===== src/rtl/hdc_pkg.sv =====
// hdc_pkg: shared definitions for the HDC spam/ham classifier front end.
//   - Default sizing for the message vector (max length, character width,
//     length width, label width).
//   - Label encodings HAM, SPAM and INCONCLUSIVE (all-ones).
//   - State encoding of the msg_loader FSM.
package hdc_pkg;

  localparam int unsigned DEF_MAX_LEN = 200;
  localparam int unsigned DEF_CHAR_W  = 8;
  localparam int unsigned DEF_LEN_W   = 8;
  localparam int unsigned DEF_LABEL_W = 2;

  localparam logic [DEF_LABEL_W-1:0] HAM          = 2'b00;
  localparam logic [DEF_LABEL_W-1:0] SPAM         = 2'b01;
  localparam logic [DEF_LABEL_W-1:0] INCONCLUSIVE = 2'b11;

  typedef enum logic [2:0] {
    ST_IDLE,
    ST_LOAD,
    ST_ISSUE,
    ST_WAIT,
    ST_REPORT
  } loader_state_t;

endpackage


===== src/rtl/msg_pack_buf.sv =====
// msg_pack_buf: zero-clearable packed message register with per-character
// write. Character index i lives at msg[CHAR_W*(MAX_LEN-i)-1 -: CHAR_W], so
// the first character lands in the top byte.
// Ports:
//   clk      in   clock, rising edge
//   reset    in   asynchronous active-low reset (clears the whole vector)
//   clr      in   synchronous clear of the whole vector
//   wr_en    in   write wr_data at character index wr_idx
//   wr_idx   in   character index (0 = first character)
//   wr_data  in   character to store
//   msg      out  packed message vector
module msg_pack_buf
  import hdc_pkg::*;
#(
  parameter int unsigned MAX_LEN = DEF_MAX_LEN,
  parameter int unsigned CHAR_W  = DEF_CHAR_W,
  parameter int unsigned LEN_W   = DEF_LEN_W
) (
  input  logic                      clk,
  input  logic                      reset,
  input  logic                      clr,
  input  logic                      wr_en,
  input  logic [LEN_W-1:0]          wr_idx,
  input  logic [CHAR_W-1:0]         wr_data,
  output logic [CHAR_W*MAX_LEN-1:0] msg
);

  // One register per character slot; each slot decodes its own write enable,
  // and clear has priority over a write in the same cycle.
  for (genvar gi = 0; gi < MAX_LEN; gi++) begin : g_slot
    logic [CHAR_W-1:0] byte_reg;

    always_ff @(posedge clk or negedge reset) begin
      if (!reset) begin
        byte_reg <= '0;
      end else if (clr) begin
        byte_reg <= '0;
      end else if (wr_en && (wr_idx == LEN_W'(gi))) begin
        byte_reg <= wr_data;
      end
    end

    assign msg[CHAR_W*(MAX_LEN-gi)-1 -: CHAR_W] = byte_reg;
  end

endmodule


===== src/rtl/msg_loader.sv =====
// msg_loader: byte-stream front end for the HDC spam/ham classifier.
// Accepts one framed message (tag byte, then characters, in_last on the final
// byte), packs it MSB-first into msg/length/label, pulses cls_start, waits for
// cls_done and reports the returned label with a match check against the tag.
// Optional feature macro: MSG_LOADER_SCORE_EN adds saturating correct_cnt /
// total_cnt score counters (ports and logic absent when undefined).
// Ports:
//   clk, reset                  clock; asynchronous active-low reset
//   in_valid/in_ready/in_data/in_last   byte-stream input
//   msg, length, label          packed message, stored char count, frame tag
//   cls_start                   one-cycle start pulse to the classifier
//   cls_done, cls_result        classifier handshake / returned label
//   res_valid                   one-cycle result strobe
//   res_label/res_match/res_inconcl     captured result and its checks
//   overflow                    frame exceeded MAX_LEN (held until next frame)
//   correct_cnt, total_cnt      score counters (MSG_LOADER_SCORE_EN only)
module msg_loader
  import hdc_pkg::*;
#(
  parameter int unsigned MAX_LEN = DEF_MAX_LEN,
  parameter int unsigned CHAR_W  = DEF_CHAR_W,
  parameter int unsigned LEN_W   = DEF_LEN_W,
  parameter int unsigned LABEL_W = DEF_LABEL_W
`ifdef MSG_LOADER_SCORE_EN
  , parameter int unsigned CNT_W = 16
`endif
) (
  input  logic                      clk,
  input  logic                      reset,
  input  logic                      in_valid,
  output logic                      in_ready,
  input  logic [CHAR_W-1:0]         in_data,
  input  logic                      in_last,
  output logic [CHAR_W*MAX_LEN-1:0] msg,
  output logic [LEN_W-1:0]          length,
  output logic [LABEL_W-1:0]        label,
  output logic                      cls_start,
  input  logic                      cls_done,
  input  logic [LABEL_W-1:0]        cls_result,
  output logic                      res_valid,
  output logic [LABEL_W-1:0]        res_label,
  output logic                      res_match,
  output logic                      res_inconcl,
  output logic                      overflow
`ifdef MSG_LOADER_SCORE_EN
  , output logic [CNT_W-1:0]        correct_cnt
  , output logic [CNT_W-1:0]        total_cnt
`endif
);

  localparam logic [LEN_W-1:0]   LEN_MAX  = LEN_W'(MAX_LEN);
  localparam logic [LABEL_W-1:0] ALL_ONES = {LABEL_W{1'b1}};

  loader_state_t       state_reg;
  logic                in_ready_reg;
  logic [LEN_W-1:0]    len_reg;
  logic [LABEL_W-1:0]  label_reg;
  logic                overflow_reg;
  logic                cls_start_reg;
  logic                res_valid_reg;
  logic [LABEL_W-1:0]  res_label_reg;
  logic                res_match_reg;
  logic                res_inconcl_reg;

  logic xfer;
  logic buf_clr;
  logic buf_wr;

  // in_ready is a registered copy of "state is IDLE or LOAD", so a transfer
  // can be qualified directly with it.
  assign xfer    = in_valid && in_ready_reg;
  assign buf_clr = xfer && (state_reg == ST_IDLE);
  assign buf_wr  = xfer && (state_reg == ST_LOAD) && (len_reg < LEN_MAX);

  msg_pack_buf #(
    .MAX_LEN (MAX_LEN),
    .CHAR_W  (CHAR_W),
    .LEN_W   (LEN_W)
  ) u_buf (
    .clk     (clk),
    .reset   (reset),
    .clr     (buf_clr),
    .wr_en   (buf_wr),
    .wr_idx  (len_reg),
    .wr_data (in_data),
    .msg     (msg)
  );

`ifdef MSG_LOADER_SCORE_EN
  logic [CNT_W-1:0] correct_reg;
  logic [CNT_W-1:0] total_reg;
`endif

  always_ff @(posedge clk or negedge reset) begin
    if (!reset) begin
      state_reg       <= ST_IDLE;
      in_ready_reg    <= 1'b0;
      len_reg         <= '0;
      label_reg       <= '0;
      overflow_reg    <= 1'b0;
      cls_start_reg   <= 1'b0;
      res_valid_reg   <= 1'b0;
      res_label_reg   <= '0;
      res_match_reg   <= 1'b0;
      res_inconcl_reg <= 1'b0;
`ifdef MSG_LOADER_SCORE_EN
      correct_reg     <= '0;
      total_reg       <= '0;
`endif
    end else begin
      // Strobes default low; they are raised on entry to ISSUE / REPORT.
      cls_start_reg <= 1'b0;
      res_valid_reg <= 1'b0;

      case (state_reg)
        ST_IDLE: begin
          in_ready_reg <= 1'b1;
          if (xfer) begin
            label_reg    <= in_data[LABEL_W-1:0];
            len_reg      <= '0;
            overflow_reg <= 1'b0;
            if (in_last) begin
              state_reg     <= ST_ISSUE;
              in_ready_reg  <= 1'b0;
              cls_start_reg <= 1'b1;
            end else begin
              state_reg <= ST_LOAD;
            end
          end
        end

        ST_LOAD: begin
          if (xfer) begin
            // Characters beyond MAX_LEN are accepted but dropped.
            if (len_reg < LEN_MAX) begin
              len_reg <= len_reg + LEN_W'(1);
            end else begin
              overflow_reg <= 1'b1;
            end
            if (in_last) begin
              state_reg     <= ST_ISSUE;
              in_ready_reg  <= 1'b0;
              cls_start_reg <= 1'b1;
            end
          end
        end

        ST_ISSUE: begin
          state_reg <= ST_WAIT;
        end

        ST_WAIT: begin
          if (cls_done) begin
            res_label_reg   <= cls_result;
            res_inconcl_reg <= (cls_result == ALL_ONES);
            res_match_reg   <= (cls_result == label_reg) && (cls_result != ALL_ONES);
            res_valid_reg   <= 1'b1;
            state_reg       <= ST_REPORT;
          end
        end

        ST_REPORT: begin
`ifdef MSG_LOADER_SCORE_EN
          if (total_reg != '1) begin
            total_reg <= total_reg + CNT_W'(1);
          end
          if (res_match_reg && (correct_reg != '1)) begin
            correct_reg <= correct_reg + CNT_W'(1);
          end
`endif
          state_reg    <= ST_IDLE;
          in_ready_reg <= 1'b1;
        end

        default: begin
          state_reg    <= ST_IDLE;
          in_ready_reg <= 1'b1;
        end
      endcase
    end
  end

  assign in_ready    = in_ready_reg;
  assign length      = len_reg;
  assign label       = label_reg;
  assign cls_start   = cls_start_reg;
  assign res_valid   = res_valid_reg;
  assign res_label   = res_label_reg;
  assign res_match   = res_match_reg;
  assign res_inconcl = res_inconcl_reg;
  assign overflow    = overflow_reg;
`ifdef MSG_LOADER_SCORE_EN
  assign correct_cnt = correct_reg;
  assign total_cnt   = total_reg;
`endif

endmodule

===== config.mk =====
export PLATFORM = sky130hd
export DESIGN_NAME = msg_loader
export DESIGN_NICKNAME = d
export VERILOG_FILES = /design/src/rtl/hdc_pkg.sv /design/src/rtl/msg_pack_buf.sv /design/src/rtl/msg_loader.sv
export SDC_FILE = /design/constraint.sdc
export NUM_CORES = 2
export LEC_CHECK = 0
export ABC_CLOCK_PERIOD_IN_PS = 3400
export CAP_MARGIN = 5
export CORE_AREA = 2 2 643 645
export CTS_CLUSTER_DIAMETER = 80
export DETAILED_ROUTE_END_ITERATION = 6
export DIE_AREA = 0 0 645 647
export GPL_TIMING_DRIVEN = 0
export PLACE_DENSITY = 0.33
export SLEW_MARGIN = 20
export SYNTH_ARGS = -nofsm -noshare
export SYNTH_HDL_FRONTEND = slang
export SYNTH_SLANG_ARGS = --single-unit

===== constraint.sdc =====
create_clock -name clk -period 3.4 [get_ports clk]
set_input_delay 1.02 -clock clk [delete_from_list [all_inputs] [get_ports clk]]
set_output_delay 1.02 -clock clk [all_outputs]
set_load 0.02 [all_outputs]

==> metrics.md <==
| Metric | Value |
|---|---|
| Run status | complete, but fails checks |
| Failing checks | design-rule violations |
| Global-route wire length before repair | 554400 um |
| Post-synth top area share | 60.15% |
| Post-synth EDFFs | 0 |
| CTS tree | built |
| Fmax | 299.6 MHz |
| Post-route setup TNS | 0 ps |
| Cell area after synthesis | about 67000 um2 |
| Main combinational cell family by area after synthesis | simple AND/OR/NAND/NOR gates |
| Longest Clk Path Bufs | 4 |
| Crit path DAT | 4100 ps |
| Worst Setup End Kind | flop |
| 1st-iter DRT viols | 3271 |
| Post-synth cell types | 52 |
| Routed wire per std cell | 32.33 um |
| Via density | roughly 4.1 |
| Max Cap Viol | 0 |
| Leakage | 50.50 nW |
| Critical path launch point | length[5] |
| Fin crit share | 98.18% |
| Layout filler cell count | 43940 |
| Clk Latency, worst-skew pair | between 900 and 1000 ps |
| I/O pin count | between 1500 and 2000 |
| Via count | 53720 |
| Synth Register Bits | between 1500 and 2000 |
| Avg Cell Area, Syn | 11.91 um2 |
| Xor/xnor cell area share of the yosys netlist | less than 1% |
| Total routed wirelength | 426900 um |
| Post-synthesis sequential area ratio | approximately three fifths |
| DRC errors left | 11 |
| Gr usage total | 19.72% |
| Top_reg_cell synth | dfrtp_1 |
| Max-slew headroom | between 20% and 30% |
| Mux cell area share after synthesis | between 10% and 20% |
| Core area | between 400000 and 500000 um2 |
| Hold Path Class | in -> async |
| Router iterations before antenna repair | 7 |
| Yosys top cell by area | dfrtp_1 |
| Synth Area in Compound Gates | 4.223% |
| H-Tree Depth | 4 |
| Slew Limit Fails | 0 |
| PwrDens | 530.4 nW/um2 |
| Initial Util | 16.41% |
| CP Class | reg -> reg |
| Port Buffers | 1624 |
| Max FFs per register | 1600 |
| Row count | 236 |
| RSZ-0062 raised after global routing | no |
| Endpoints failing setup | 0 |
| Maximum VDD drop | 438.7 uV |
| Die X | 645 um |
| Clk sink count | 1621 |
| Clk slew on worst S/H paths | around 70 ps |
| Nets | 7577 |
| Hold Violations, Final | 0 |
| Tmin final | 3338 ps |
| Adder-cell share of the synthesized area | 0.07422% |
| Initial antenna violation count | 27 |
| DP HPWL | 329900 um |
| Die Y | 647 um |
| Slew @ Worst Pin | 1152 ps |
| CTS buffer count | 214 |
| Post-route ant nets | 0 |
| Mapped Cells | 5663 |
| Post-Synth Simple-Gate Area | 15.93% |
| Clk_skew | 77.89 ps |
| Synth async-reset ratio | 100.0% |
| Layout Utilization | 24.09% |
| Commonest cells in the netlist | dfrtp_1 (1621), nor2_1 (1063), mux2i_1 (1057), nand3_1 (548), o21ai_0 (504) |
| Top post-synthesis cells by area | dfrtp_1 (60%), mux2i_1 (16%), nor2_1 (5.9%) |
| Crit-path max FO | 10 |
| Total power | 52.53 mW |
| Most frequent cell after synthesis | dfrtp_1 |
| Area Overhead vs Synth | 46.86% |
| FF-to-FF path depth | 7 |
| Clock Tree Root | clkbuf_16 |
| Post-synth net total | roughly 5700 |
| R2r startpoint | length[5] |
| Required @ worst endpoint | 4160 ps |
| Layout cells sized above 1 | under 10% |
| Setup crit start kind | flop |
| Largest net degree at the start of global routing | 127 |
| Die ar. | 417300 um2 |
| Vias in the first global route | around 55000 |
| GP Congestion | ~0.81 |
| Remaining global-route overflow | 0 |
| Yosys warnings | 0 |
[layout make-up]
| class | instances | area [um2] | share of cell area, % |
|---|---|---|---|
| Tap cell | 5474 | 6849 | 6.916 |
| Clock buffer | 312 | 6193 | 6.254 |
| Clock inverter | 70 | 879.6 | 0.8882 |
| Inverter | 6 | 22.52 | 0.02274 |
| Multi-Input combinational cell | 3519 | 24250 | 24.49 |
| Antenna cell | 6 | 15.01 | 0.01516 |
| Timing Repair Buffer | 1679 | 17560 | 17.73 |
| Buffer | 517 | 2691 | 2.718 |
| Sequential cell | 1621 | 40570 | 40.96 |
[metrics by stage]
step / setup slack, ps / instances / area [um2] / hold WS [ps]
6_report: 61.79 / 13200 / 99030 / 83.68
5_1_grt: 22.50 / 13200 / 99020 / 69.23
4_1_cts: 3.291 / 13190 / 98920 / 27.08
3_5_place_dp: -1771 / 12810 / 91750 / 478.6
3_3_place_gp: -80420 / 12760 / 90540 / 483.7
2_1_floorplan: 1076 / 5663 / 67430 / 522.7
[final timing paths]
path | endpoint | slack, ps
min in group clk | res_inconcl | 490
max in group asynchronous | u_buf.g_slot[173].byte_reg[3] | 490
min | u_buf.g_slot[21].byte_reg[1] | 80
max reg2reg | u_buf.g_slot[131].byte_reg[5] | 60
min reg2reg | res_inconcl | 490
max | u_buf.g_slot[131].byte_reg[5] | 60
[worst max-delay path, cell delays in order, from the launching register on]
cell      delay (ps)
dfrtp_1          540
buf_6            230
nor2_2           500
buf_4            580
nand4_1          620
clkbuf_1         420
nand3_1          150
o21ai_0           80
[per-layer routing]
| metal | wire [um] | part of all wire (%) | GRT usage, % |
|---|---|---|---|
| met4 | 15890 | 3.7 | 6.483 |
| met3 | 31400 | 7.4 | 5.953 |
| met5 | 13 | 0.0030 | 0 |
| met1 | 162600 | 38 | 22.03 |
| met2 | 216900 | 51 | 35.48 |
[timing repair]
item                                    CTS  global route
gates cloned                              1             4
hold buffers                              1             0
endpoints found under the hold margin     1             0
setup buffers                             4             0
pin swaps                                 2             0
endpoints found under the setup margin  485           206
resized for setup                        28             0
[cells in the final DEF, fill, tap and decap left out, types with 34 or more instances in the layout]
cell and instances:
clkdlybuf4s50_1 1613, mux2i_1 1057, clkbuf_2 63, o21ai_0 504, dfrtp_1 1620, nand3_1 548
clkbuf_1 343, o21ai_1 48, buf_4 35, buf_16 34, nor2_1 1063, nand4_1 49
nand4_4 146, clkbuf_16 218, buf_2 58, clkbuf_8 47, buf_6 36
[logic make-up (layout without fill, tap and decap cells)]
kind of cell	Yosys count	count (layout)
AND/OR/NAND/NOR	1892	1892
flip-flops	1621	1621
multiplexers	1058	1058
AO/OA/AOI/OAI	564	564
buffers and inverters	523	2584
adder cells (fa/ha/maj)	4	4
XOR/XNOR	1	1
other	0	6
[power breakdown]
part | internal (mW) | total (mW) | switching, mW
clock network | 13.6 | 23.3 | 9.74
registers | 19.6 | 19.9 | 0.270
logic | 1.81 | 9.33 | 7.51
(Power assumes the default switching activity.)
